### config.mk
export PLATFORM = sky130hd
export DESIGN_NAME = pipeline_ctrl
export DESIGN_NICKNAME = d
export VERILOG_FILES = /design/src/rtl/pipeline_ctrl.sv
export SDC_FILE = /design/constraint.sdc
export NUM_CORES = 1
export LEC_CHECK = 0
export ABC_AREA = 1
export CAP_MARGIN = 10
export CORE_UTILIZATION = 23
export DETAILED_ROUTE_END_ITERATION = 8
export PLACE_DENSITY = 0.53
export SYNTH_ARGS = -nofsm -noshare
export SYNTH_HDL_FRONTEND = slang
export SYNTH_SLANG_ARGS = --single-unit
### constraint.sdc
create_clock -name CLK -period 4 [get_ports CLK]
set_input_delay 0.4 -clock CLK [delete_from_list [all_inputs] [get_ports CLK]]
set_output_delay 0.4 -clock CLK [all_outputs]
set_load 0.02 [all_outputs]
### src/rtl/pipeline_ctrl.sv
// Stall/flush sequencer for the 5-stage pipeline plus the MULT/DIV IDLE/BUSY/DONE scheduler.
// Enables/flushes and MD_Go are combinational from this cycle's requests; HI/LO strobe/busy decode registered state.
module pipeline_ctrl #(
  parameter int MUL_LAT = 4,
  parameter int DIV_LAT = 32,
  parameter int CNT_W   = 6
) (
  input  logic        CLK,
  input  logic        RST_n,
  input  logic        Stall,
  input  logic        BranchTaken_D,
  input  logic        HaltReq_D,
  input  logic        HiLoRead_D,
  input  logic        MulDivStart_E,
  input  logic        MulDivIsDiv_E,
  output logic        PC_EN,
  output logic        IFID_EN,
  output logic        IDEX_EN,
  output logic        IFID_FLUSH,
  output logic        IDEX_FLUSH,
  output logic        EXMEM_FLUSH,
  output logic        MD_Go,
  output logic        MD_HiLoWE,
  output logic        MD_Busy,
  output logic        Halted,
  output logic [31:0] StallCycles
);

  typedef enum logic [1:0] {
    IDLE = 2'd0,
    BUSY = 2'd1,
    DONE = 2'd2
  } md_state_t;

  localparam logic [CNT_W-1:0] MUL_LD = CNT_W'(MUL_LAT - 1);
  localparam logic [CNT_W-1:0] DIV_LD = CNT_W'(DIV_LAT - 1);

  md_state_t        r_state;
  md_state_t        w_state_nxt;
  logic [CNT_W-1:0] r_cnt;
  logic [CNT_W-1:0] w_cnt_nxt;
  logic             r_halted;
  logic [31:0]      r_stall_cnt;

  logic w_accept;
  logic w_ex_stall;
  logic w_id_stall;
  logic w_halt_set;

  assign w_accept   = RST_n && MulDivStart_E && (r_state != BUSY) && !r_halted;
  assign w_ex_stall = MulDivStart_E && (r_state == BUSY);
  assign w_id_stall = Stall || (HiLoRead_D && ((r_state == BUSY) || w_accept));
  assign w_halt_set = RST_n && !r_halted && !w_ex_stall && !w_id_stall && HaltReq_D;

  // Mult/div scheduler: exactly LAT cycles in BUSY, one DONE cycle for the HI/LO write.
  always_comb begin
    w_state_nxt = r_state;
    w_cnt_nxt   = r_cnt;
    unique case (r_state)
      IDLE, DONE: begin
        if (w_accept) begin
          w_state_nxt = BUSY;
          w_cnt_nxt   = MulDivIsDiv_E ? DIV_LD : MUL_LD;
        end else begin
          w_state_nxt = IDLE;
        end
      end
      BUSY: begin
        if (r_cnt != '0) begin
          w_cnt_nxt = r_cnt - 1'b1;
        end else begin
          w_state_nxt = DONE;
        end
      end
      default: w_state_nxt = IDLE;
    endcase
  end

  always_ff @(posedge CLK or negedge RST_n) begin
    if (!RST_n) begin
      r_state <= IDLE;
      r_cnt   <= '0;
    end else begin
      r_state <= w_state_nxt;
      r_cnt   <= w_cnt_nxt;
    end
  end

  // One stall/flush class per cycle, highest priority first.
  always_comb begin
    PC_EN       = 1'b1;
    IFID_EN     = 1'b1;
    IDEX_EN     = 1'b1;
    IFID_FLUSH  = 1'b0;
    IDEX_FLUSH  = 1'b0;
    EXMEM_FLUSH = 1'b0;
    if (!RST_n) begin
      PC_EN   = 1'b0;
      IFID_EN = 1'b0;
      IDEX_EN = 1'b0;
    end else if (r_halted) begin
      PC_EN      = 1'b0;
      IFID_EN    = 1'b0;
      IDEX_FLUSH = 1'b1;
    end else if (w_ex_stall) begin
      PC_EN       = 1'b0;
      IFID_EN     = 1'b0;
      IDEX_EN     = 1'b0;
      EXMEM_FLUSH = 1'b1;
    end else if (w_id_stall || HaltReq_D) begin
      PC_EN      = 1'b0;
      IFID_EN    = 1'b0;
      IDEX_FLUSH = 1'b1;
    end else if (BranchTaken_D) begin
      IFID_FLUSH = 1'b1;
    end
  end

  assign MD_Go     = w_accept;
  assign MD_HiLoWE = (r_state == DONE);
  assign MD_Busy   = (r_state == BUSY);

  always_ff @(posedge CLK or negedge RST_n) begin
    if (!RST_n) begin
      r_halted    <= 1'b0;
      r_stall_cnt <= '0;
    end else begin
      if (w_halt_set) begin
        r_halted <= 1'b1;
      end
      if (!PC_EN && !r_halted && (r_stall_cnt != 32'hFFFF_FFFF)) begin
        r_stall_cnt <= r_stall_cnt + 32'd1;
      end
    end
  end

  assign Halted      = r_halted;
  assign StallCycles = r_stall_cnt;

endmodule
==> results.txt, run 1 <==
----------------------------------------------------
[Synth]
  Compound-gate portion of the synthesized area ... 0.0297
  Xor and xnor fraction of the mapped netlist area ... 0.0512
  Post-Syn Nets ... approximately 420
  Number of enable flip-flop cells after synthesis ... 0
  Area of the mapped netlist ... ~2700 um^2
  Instance count of the mapped netlist ... 412
  Number of warnings reported in the yosys synthesis log ... 0
  Distinct cell type count of the synthesized netlist ... 28
  #FFs+latches synth ... about 40
  Simple-gate share of the synthesized area ... 0.463
  Per-instance average area after synthesis ... around 6.6 um^2
  Most used flip-flop cell after synthesis ... dfrtp_1
  Async set-reset flop share out of synthesis ... 1.00
  Combinational family with the most area after synthesis ... simple AND/OR/NAND/NOR gates
  Sequential area share after synthesis ... 0.375
  Adder-cell share of the synthesized area ... 0.0137
  Portion of netlist area occupied by mux cells ... 0

[Layout]
  Leading cell types in the layout, fill and taps excluded ... 195 x nand2_1, 64 x nor2_1, 48 x clkdlybuf4s50_1
  Most common library cell in the layout ignoring fill and taps ... nand2_1
  Total number of nets in the final design ... 472
  Fraction of final layout cells with drive strength greater than 1 ... 0.0455
  Inserted Diodes ... 0
  Area Growth Syn to Fin ... 27.4%
  Post-Layout Cell Count ... approximately 610

[Placement]
  Cell Count Post-Placement ... 597
  Quantity of I/O buffers inserted on ports ... 49
  Gp weighted congestion ... about 0.87
  HPWL reported at the end of detailed placement ... 5850 um

[Setup path]
  Cell family with the largest share of critical-path delay ... simple AND/OR/NAND/NOR gates
  Kind of launch point of the worst setup path ... flop
  Worst reg2reg path endpoint ... StallCycles[24]
  CP endpoint kind ... output pin
  Critical Setup Path Class ... flop to output pin
  Setup slack, reg-to-reg ... approximately 1800 ps
  Most numerous cell on the critical path ... nand2_1
  Required arrival time at the worst endpoint ... around 3600 ps
  First element of the critical path ... Halted
  Path length in cells of the critical path ... 7
  FF-to-FF Start ... Halted
  Worst stage delay on the critical path ... roughly 620 ps
  Slowest-stage cell, CP ... clkdlybuf4s50_1
  Crit-path max FO ... 12
  Logic depth of the worst register-to-register path ... 8
  Buf/Inv on CP ... 2
  Destination of the critical timing path ... IFID_FLUSH
  Worst endpoint data arrival time ... ~2500 ps
  Crit-path cells ... inv_1 > nand3_1 > nand2_1 > nand2_1 > nand4_1 > nor2_1 > clkdlybuf4s50_1

[Global route]
  Largest net degree at the start of global routing ... 42
  Number of antenna violations at the first check in global routing ... 0
  Met1 demand-to-capacity share in global routing ... 0.173
  Met2 routing resource usage after global routing ... 0.221
  Vias in the first global route ... ~2.6k
  Layer with the highest usage ... met2
  GR met3 Demand/Resource ... 0.0257
  Overall track demand over capacity in global routing ... 0.130
  Total global routing overflow ... 0
  Wire length of the first global-routing pass ... between 10000 and 15000 um

[Detailed routing]
  DRC viols ... 8
  Number of nets with antenna violations after routing ... 0
  Post-DR wirelength/cell ... between 10 and 15 um
  Number of design-rule violations left by the first detailed-router iteration ... about 140
  Vias/cell ... between 4 and 5
  TritonRoute pass-1 iters ... 6
  Via count of the routed design ... 2651
  Final Routed Wirelength ... 7610 um

[Pwr]
  Leakage power ... roughly 1.6 nW
  Ratio of total power to cell area ... roughly 240 nW/um^2
  Worst-case vdd ir drop ... approximately 130 uV

[STA]
  Setup TNS ... 0 ps
  Final hold vios ... 0
  Minimum clock period ... roughly 2900 ps
  Max-slew violation count ... 0
  Period utilisation layout ... 0.722
  Setup repair after global routing missed its margin ... false
  Relative slew slack ... 0.648
  Final setup violation count ... 0
  Fmax ... 346 MHz
  Least-Margin Pin Slew ... approximately 530 ps
  Clk_skew ... 5.69 ps

[Clock network]
  Number of gates resized after CTS ... 0
  Clock latency of the later-clocked register in the worst-skew pair ... 290 ps
  Total clock sinks ... slightly above 40
  # H-tree levels ... 2
  Cts hold-fix bufs ... 0
  Maximum clock path buffer count ... 2
  TritonCTS Buffers ... 5
  Cell at the root of the clock tree ... clkbuf_16
  Post-CTS setup buffers ... 0
  Clock-pin slew of the registers on the worst-case setup and hold paths ... 60 ps
  CTS tree ... built

[Die]
  Die Height ... about 110 um
  Die Area ... approximately 12000 um^2
  Standard cell core area ... between 10000 and 15000 um^2
  Starting utilization of the core area ... 0.238
  Die Width ... 111 um
  Std cell rows ... 39
  Number of placed I/O pins ... 50

[Outcome]
  Run status ... complete, but fails checks
  Violations in the final reports ... DRC

[Hold path]
  Type of the most critical hold path ... input pin to asynchronous set/reset pin

[Job]
  Number of maximum-capacitance violations ... 0

----------------------------------------------------
==> worst min-delay path by stage <==
stage / from / to / slack (ps) / cells after the start
floorplan: RST_n / Halted / 100 / 0
global placement: r_cnt[5] / r_cnt[5] / 520 / 2
detailed placement: r_cnt[5] / r_cnt[5] / 530 / 2
CTS: RST_n / StallCycles[8] / 320 / 2
global route: RST_n / StallCycles[15] / 340 / 2
finish: RST_n / StallCycles[30] / 290 / 2
==> per-layer routing <==
| layer | vias up | routed length [um] |
|---|---|---|
| met1 | 1198 | 3650 |
| met3 | 7 | 415 |
| li1 | 1388 | - |
| met2 | 58 | 3480 |
| met5 | - | 0 |
| met4 | 0 | 63 |
==> sequential cells by signal, summed over array words and instances (netlist names) <==
register and flops:
StallCycles 32, r_cnt 6, r_state 2, Halted 1
==> Yosys cell counts, drive strengths merged (3+ instances only) <==
library cell  count  area (um^2)
a31oi             5         31.3
buf               8         73.8
dfrtp            41         1030
ha                3         37.5
inv              26         97.6
nand2           196          738
nand3            11         85.1
nand3b           12         90.1
nand4            12         75.1
nor2             67          264
o21ai             5         25.0
xnor2             5         43.8
xor2             11         96.3
==> layout make-up <==
| cell class | instances | area (um^2) |
|---|---|---|
| clock buffers | 5 | 125 |
| clock inverters | 3 | 22.5 |
| fillers | 1281 | 8030 |
| inverters | 28 | 106 |
| multi-input cells | 334 | 1530 |
| flip-flops and latches | 41 | 1030 |
| well taps | 143 | 179 |
| repair buffers | 51 | 500 |
==> metrics by stage <==
step            util  hold slack [ps]  cell area, um^2  setup WS [ps]  total power [mW]
4_1_cts        0.303              319             3490           1110             0.858
5_1_grt        0.303              342             3490            936             0.878
3_5_place_dp   0.290              526             3340           1210             0.446
2_1_floorplan      -              104             2740           1990             0.427
3_3_place_gp   0.290              518             3340           1280             0.446
6_report       0.303              287             3490           1110             0.845
==> logic make-up (layout without fill, tap and decap cells) <==
kind of cell	Yosys count	count (layout)
and+or+nand+nor	301	301
xor gates and xnor gates	16	16
buffers and inverters	37	87
adders and majority gates	3	3
DFF	41	41
AOI/OAI and AO/OA	14	14
==> power breakdown <==
group	total, mW	leakage, nW	switching, mW	internal [mW]
combinational	0.0229	0.941	0.0141	0.00871
sequential	0.415	0.568	0	0.415
clock	0.408	0.0738	0.175	0.232
total	0.845	1.58	0.190	0.656
==> worst reg2reg max path, stage by stage (launching register included) <==
cell and delay, ps:
dfrtp_1 420, inv_1 310, nand3_1 180, nand2_1 110, nand2_1 70, nand4_1 350, nand3_4 430, nand2_1 190
nand2_1 60
Power figures use the tool's default switching activity.
==> run 2: changes to the inputs <==
==> constraint.sdc (replaced) <==
create_clock -name CLK -period 2.8 [get_ports CLK]
set_input_delay 0.28 -clock CLK [delete_from_list [all_inputs] [get_ports CLK]]
set_output_delay 0.28 -clock CLK [all_outputs]
set_load 0.02 [all_outputs]
==> results.txt, run 2 (synthesized netlist as in run 1, its figures left out) <==
----------------------------------------------------
[Outcome]
  Run status ... complete, but fails checks
  Violations in the final reports ... DRC

[Setup path]
  Required arrival time at the worst endpoint ... ~2500 ps
  Most numerous cell on the critical path ... nand2_1
  Worst endpoint data arrival time ... 2190 ps
  Critical Setup Path Class ... input pin to output pin
  Slowest-stage cell, CP ... clkdlybuf4s50_1
  FF-to-FF Start ... Halted
  Buf/Inv on CP ... 3
  Kind of launch point of the worst setup path ... input pin
  Worst reg2reg path endpoint ... StallCycles[25]
  CP endpoint kind ... output pin
  Cell family with the largest share of critical-path delay ... buffers and inverters
  Crit-path max FO ... 4
  Logic depth of the worst register-to-register path ... 9
  Crit-path cells ... dlygate4sd3_1 > buf_2 > nand3_1 > nand2_1 > nand2_1 > nand4_1 > nor2_1 > clkdlybuf4s50_1
  Worst stage delay on the critical path ... slightly above 600 ps
  Setup slack, reg-to-reg ... roughly 370 ps

[Detailed routing]
  Via count of the routed design ... between 2k and 3k
  Vias/cell ... between 4 and 5
  Post-DR wirelength/cell ... about 12 um
  Final Routed Wirelength ... between 7000 and 8000 um
  Number of nets with antenna violations after routing ... 0
  DRC viols ... 8
  Number of design-rule violations left by the first detailed-router iteration ... ~130
  TritonRoute pass-1 iters ... 8

[Clock network]
  Clock-pin slew of the registers on the worst-case setup and hold paths ... ~70 ps
  Number of gates resized after CTS ... 0
  Cell at the root of the clock tree ... clkbuf_16
  Cts hold-fix bufs ... 1
  Post-CTS setup buffers ... 0
  # H-tree levels ... 2
  Total clock sinks ... just over 40
  Clock latency of the later-clocked register in the worst-skew pair ... around 290 ps
  Maximum clock path buffer count ... 2
  TritonCTS Buffers ... 5
  CTS tree ... built

[Global route]
  Total global routing overflow ... 0
  Overall track demand over capacity in global routing ... 0.128
  Largest net degree at the start of global routing ... a little over 40
  Number of antenna violations at the first check in global routing ... 0
  Vias in the first global route ... roughly 2.6k
  Wire length of the first global-routing pass ... ~13000 um

[Layout]
  Fraction of final layout cells with drive strength greater than 1 ... 0.0474
  Total number of nets in the final design ... 474
  Most common library cell in the layout ignoring fill and taps ... nand2_1
  Area Growth Syn to Fin ... 28.2%
  Inserted Diodes ... 0
  Largest register FFs ... 32
  Leading cell types in the layout, fill and taps excluded ... 195 x nand2_1, 64 x nor2_1, 48 x clkdlybuf4s50_1

[Pwr]
  Worst-case vdd ir drop ... 209 uV
  Ratio of total power to cell area ... around 350 nW/um^2
  Leakage power ... between 1.5 and 2 nW
  Overall power consumption ... 1.22 mW

[Placement]
  HPWL reported at the end of detailed placement ... about 6000 um
  Pre-CTS setup slack ... a little over 300 ps
  Quantity of I/O buffers inserted on ports ... 49
  Gp weighted congestion ... 0.868

[STA]
  Final worst slack ... roughly 330 ps
  Least-Margin Pin Slew ... slightly below 1000 ps
  Fmax ... 404 MHz
  Max-slew violation count ... 0
  Setup TNS ... 0 ps
  Relative slew slack ... 0.353
  Clk_skew ... 6.89 ps
  Final hold vios ... 0
  Minimum clock period ... roughly 2500 ps
  Period utilisation layout ... 0.884
  Final setup violation count ... 0
  Setup repair after global routing missed its margin ... false

[Die]
  Starting utilization of the core area ... 0.238
  Die Area ... 12300 um^2
  Std cell rows ... 39
  Standard cell core area ... 11500 um^2
  Die Width ... ~110 um
  Number of placed I/O pins ... 50
  Die Height ... 111 um

[Job]
  Number of maximum-capacitance violations ... 0

[Hold path]
  Type of the most critical hold path ... input pin to asynchronous set/reset pin

----------------------------------------------------
[run 2: cell types whose count changed in the layout (fill, tap and decap cells not counted)]
cell	previous run	this run
clkinv_2	2	1
dlygate4sd3_1	0	1
buf_4	2	3
inv_6	0	3
clkinv_4	2	0
[run 2: worst register-to-register path, cell delays in order (launching register included)]
cell	delay, ps
dfrtp_1	410
inv_1	320
nand3_1	190
nand2_1	110
nand2_1	70
nand4_1	160
nand2_1	100
nor2_2	750
nand2_1	140
nand2_1	100
[run 2: final cells by class]
type,instances,area (um^2)
clock inverter,3,26.3
sequential,41,1030
inverter,28,106
multi-input combinational,334,1530
timing repair buffer,53,518
clock buffer,5,125
fill,1265,8010
tap,143,179
[run 2: report_power, final]
group / internal (mW) / switching (mW) / leakage [nW]
registers: 0.592 / 0 / 0.568
clock network: 0.340 / 0.256 / 0.0752
logic: 0.0133 / 0.0195 / 0.949
total: 0.945 / 0.276 / 1.59
[run 2: worst max path at each step]
stage                     slack, ps              end  depth (start not counted)     startpoint
after floorplan                 910       IDEX_FLUSH                          5         Halted
after global placement          360  StallCycles[25]                          9  MulDivStart_E
after detailed placement        310  StallCycles[25]                          9         Halted
after CTS                       290       IFID_FLUSH                          9          RST_n
after global routing             80  StallCycles[25]                          9         Halted
final                           330       IFID_FLUSH                          8          RST_n
[run 2: metal layers]
layer / vias to the layer above / track usage / wire length (um)
met5: - / 0 / 0
met4: 0 / 0.0270 / 87
met3: 7 / 0.0241 / 355
met2: 44 / 0.213 / 3390
met1: 1179 / 0.171 / 3640
li1: 1386 / - / -
[run 2: per-stage QoR]
step           utilization  hold slack [ps]  cells  instance area (um^2)
2_1_floorplan            -            -15.6    412                  2740
3_3_place_gp         0.291              109    598                  3350
3_5_place_dp         0.291              108    598                  3350
4_1_cts              0.305              326    607                  3510
5_1_grt              0.305              342    607                  3510
6_report             0.305              326    607                  3510
==> run 3: changes to the inputs <==
--- a/config.mk
+++ b/config.mk
@@ -10,6 +10,7 @@
 export CORE_UTILIZATION = 23
 export DETAILED_ROUTE_END_ITERATION = 8
 export PLACE_DENSITY = 0.53
+export REMOVE_ABC_BUFFERS = 1
 export SYNTH_ARGS = -nofsm -noshare
 export SYNTH_HDL_FRONTEND = slang
 export SYNTH_SLANG_ARGS = --single-unit
==> results.txt, run 3 (synthesized netlist as in run 1, its figures left out) <==
----------------------------------------------------
[Die]
  Die Width ... roughly 110 um
  Number of placed I/O pins ... 50
  Die Height ... 111 um
  Standard cell core area ... around 12000 um^2
  Starting utilization of the core area ... 0.238
  Std cell rows ... 39
  Die Area ... between 10000 and 15000 um^2

[Layout]
  Total number of nets in the final design ... around 470
  Fraction of final layout cells with drive strength greater than 1 ... 0.0496
  Largest register FFs ... 32
  Area Growth Syn to Fin ... 28.3%
  Inserted Diodes ... 0
  Post-Route Utilization ... 0.305
  Leading cell types in the layout, fill and taps excluded ... 195 x nand2_1, 64 x nor2_1, 48 x clkdlybuf4s50_1
  Count of fill cells added during filler insertion ... about 1.3k
  Sequential cell area ... around 1000 um^2
  Most common library cell in the layout ignoring fill and taps ... nand2_1
  Combined area of the multi-input logic cells ... 1530 um^2

[Pwr]
  Power share of the clock group ... 0.497
  Switching power share of the total ... 0.210
  Combinational fraction of design power ... 0.027
  Overall power consumption ... between 1 and 1.5 mW
  Cell-internal power ... 983 uW
  Leakage power ... between 1.5 and 2 nW
  Psw ... around 260 uW
  Worst-case vdd ir drop ... between 200 and 300 uV
  Sequential group share of total power ... 0.476
  Ratio of total power to cell area ... approximately 350 nW/um^2

[STA]
  Final setup violation count ... 0
  Minimum clock period ... between 2000 and 2500 ps
  Relative slew slack ... 0.345
  Fmax ... 407 MHz
  Final worst slack ... ~340 ps
  Setup TNS ... 0 ps
  Period utilisation layout ... 0.877
  Final hold vios ... 0
  Least-Margin Pin Slew ... just under 1000 ps
  Clk_skew ... roughly 7 ps
  Max-slew violation count ... 0
  Setup repair after global routing missed its margin ... false
  Minimum hold slack ... around 130 ps

[Clock network]
  Cts hold-fix bufs ... 0
  Clock-pin slew of the registers on the worst-case setup and hold paths ... around 60 ps
  # H-tree levels ... 2
  Total clock sinks ... 41
  Clock latency of the later-clocked register in the worst-skew pair ... between 200 and 300 ps
  Maximum clock path buffer count ... 2
  Post-CTS setup buffers ... 0
  TritonCTS Buffers ... 5
  Number of gates resized after CTS ... 0
  Cell at the root of the clock tree ... clkbuf_16
  CTS tree ... built

[Setup path]
  Cell family with the largest share of critical-path delay ... buffers and inverters
  Crit-path max FO ... 8
  Worst stage delay on the critical path ... about 590 ps
  Buf/Inv on CP ... 3
  Required arrival time at the worst endpoint ... 2520 ps
  Worst endpoint data arrival time ... 2180 ps
  Crit-path cells ... nand2_1 > clkinv_1 > a31oi_1 > o31ai_1 > inv_1 > clkdlybuf4s50_1
  Critical Setup Path Class ... flop to output pin
  Slowest-stage cell, CP ... clkdlybuf4s50_1
  Kind of launch point of the worst setup path ... flop
  CP endpoint kind ... output pin

[Placement]
  Pre-CTS setup slack ... 368 ps
  HPWL reported at the end of detailed placement ... 5710 um
  Quantity of I/O buffers inserted on ports ... ~50
  Gp weighted congestion ... 0.865

[Global route]
  Number of antenna violations at the first check in global routing ... 0
  Largest net degree at the start of global routing ... 42
  Overall track demand over capacity in global routing ... 0.125
  Wire length of the first global-routing pass ... about 13000 um
  Vias in the first global route ... between 2k and 3k
  Total global routing overflow ... 0

[Detailed routing]
  Final Routed Wirelength ... 7490 um
  TritonRoute pass-1 iters ... 6
  Post-DR wirelength/cell ... between 10 and 15 um
  Vias/cell ... approximately 4.4
  DRC viols ... 12
  Number of nets with antenna violations after routing ... 0
  Number of design-rule violations left by the first detailed-router iteration ... roughly 180
  Via count of the routed design ... around 2.7k

[Outcome]
  Violations in the final reports ... DRC
  Run status ... complete, but fails checks

[Job]
  Number of maximum-capacitance violations ... 0

[Hold path]
  Type of the most critical hold path ... input pin to asynchronous set/reset pin

----------------------------------------------------
[run 3: changes by cell type in the layout (fill, tap and decap cells not counted), sizes merged]
cell         before  now
inv              29   26
clkinv            2    3
clkbuf            5    7
buf               4    5
dlygate4sd3       1    0
[run 3: per-stage QoR]
stage / instances / cell area, um^2
after global routing: 607 / 3510
final: 607 / 3510
after global placement: 599 / 3350
after CTS: 607 / 3510
after detailed placement: 599 / 3350
after floorplan: 403 / 2660
[run 3: power by group through the flow]
stage	registers (mW)	logic, mW	clock network (mW)
2_1_floorplan	0.604	0.00590	0
3_3_place_gp	0.603	0.0334	0
3_5_place_dp	0.603	0.0339	0
4_1_cts	0.592	0.0341	0.640
5_1_grt	0.592	0.0375	0.661
6_report	0.592	0.0330	0.619
[run 3: area by class of cell]
class                           count  share of cell area
Multi-Input combinational cell    334               0.435
Clock inverter                      1             0.00143
Clock buffer                        7              0.0435
Tap cell                          143              0.0509
Timing Repair Buffer               53               0.147
Sequential cell                    41               0.292
Inverter                           28              0.0303
[run 3: final timing paths]
kind,to,slack [ps],cells past startpoint,from
hold / removal,r_cnt[1],130,2,RST_n
setup reg to reg,StallCycles[16],460,10,StallCycles[0]
min in group CLK,Halted,440,5,RST_n
setup / recovery,IDEX_FLUSH,340,6,r_state[0]
hold reg to reg,r_cnt[5],540,2,r_cnt[5]
max in group asynchronous,StallCycles[25],2290,2,RST_n
[run 3: metal layers]
metal,part of all wire,GRT usage,routed length (um),up-vias
met3,0.058,0.0273,438,9
met2,0.47,0.216,3520,71
met5,0,0,0,-
met4,0.0093,0.0288,70,0
li1,-,-,-,1390
met1,0.46,0.159,3460,1227
[run 3: worst reg2reg max path, cell delays in order (launching register included)]
cell      delay, ps
dfrtp_1         440
ha_1            300
nand3_2         110
clkinv_2         90
nand2_2         110
nor2_4           60
nand3_4         110
inv_2            50
nor2_2          750
nand2_1         150
nand2_1         100
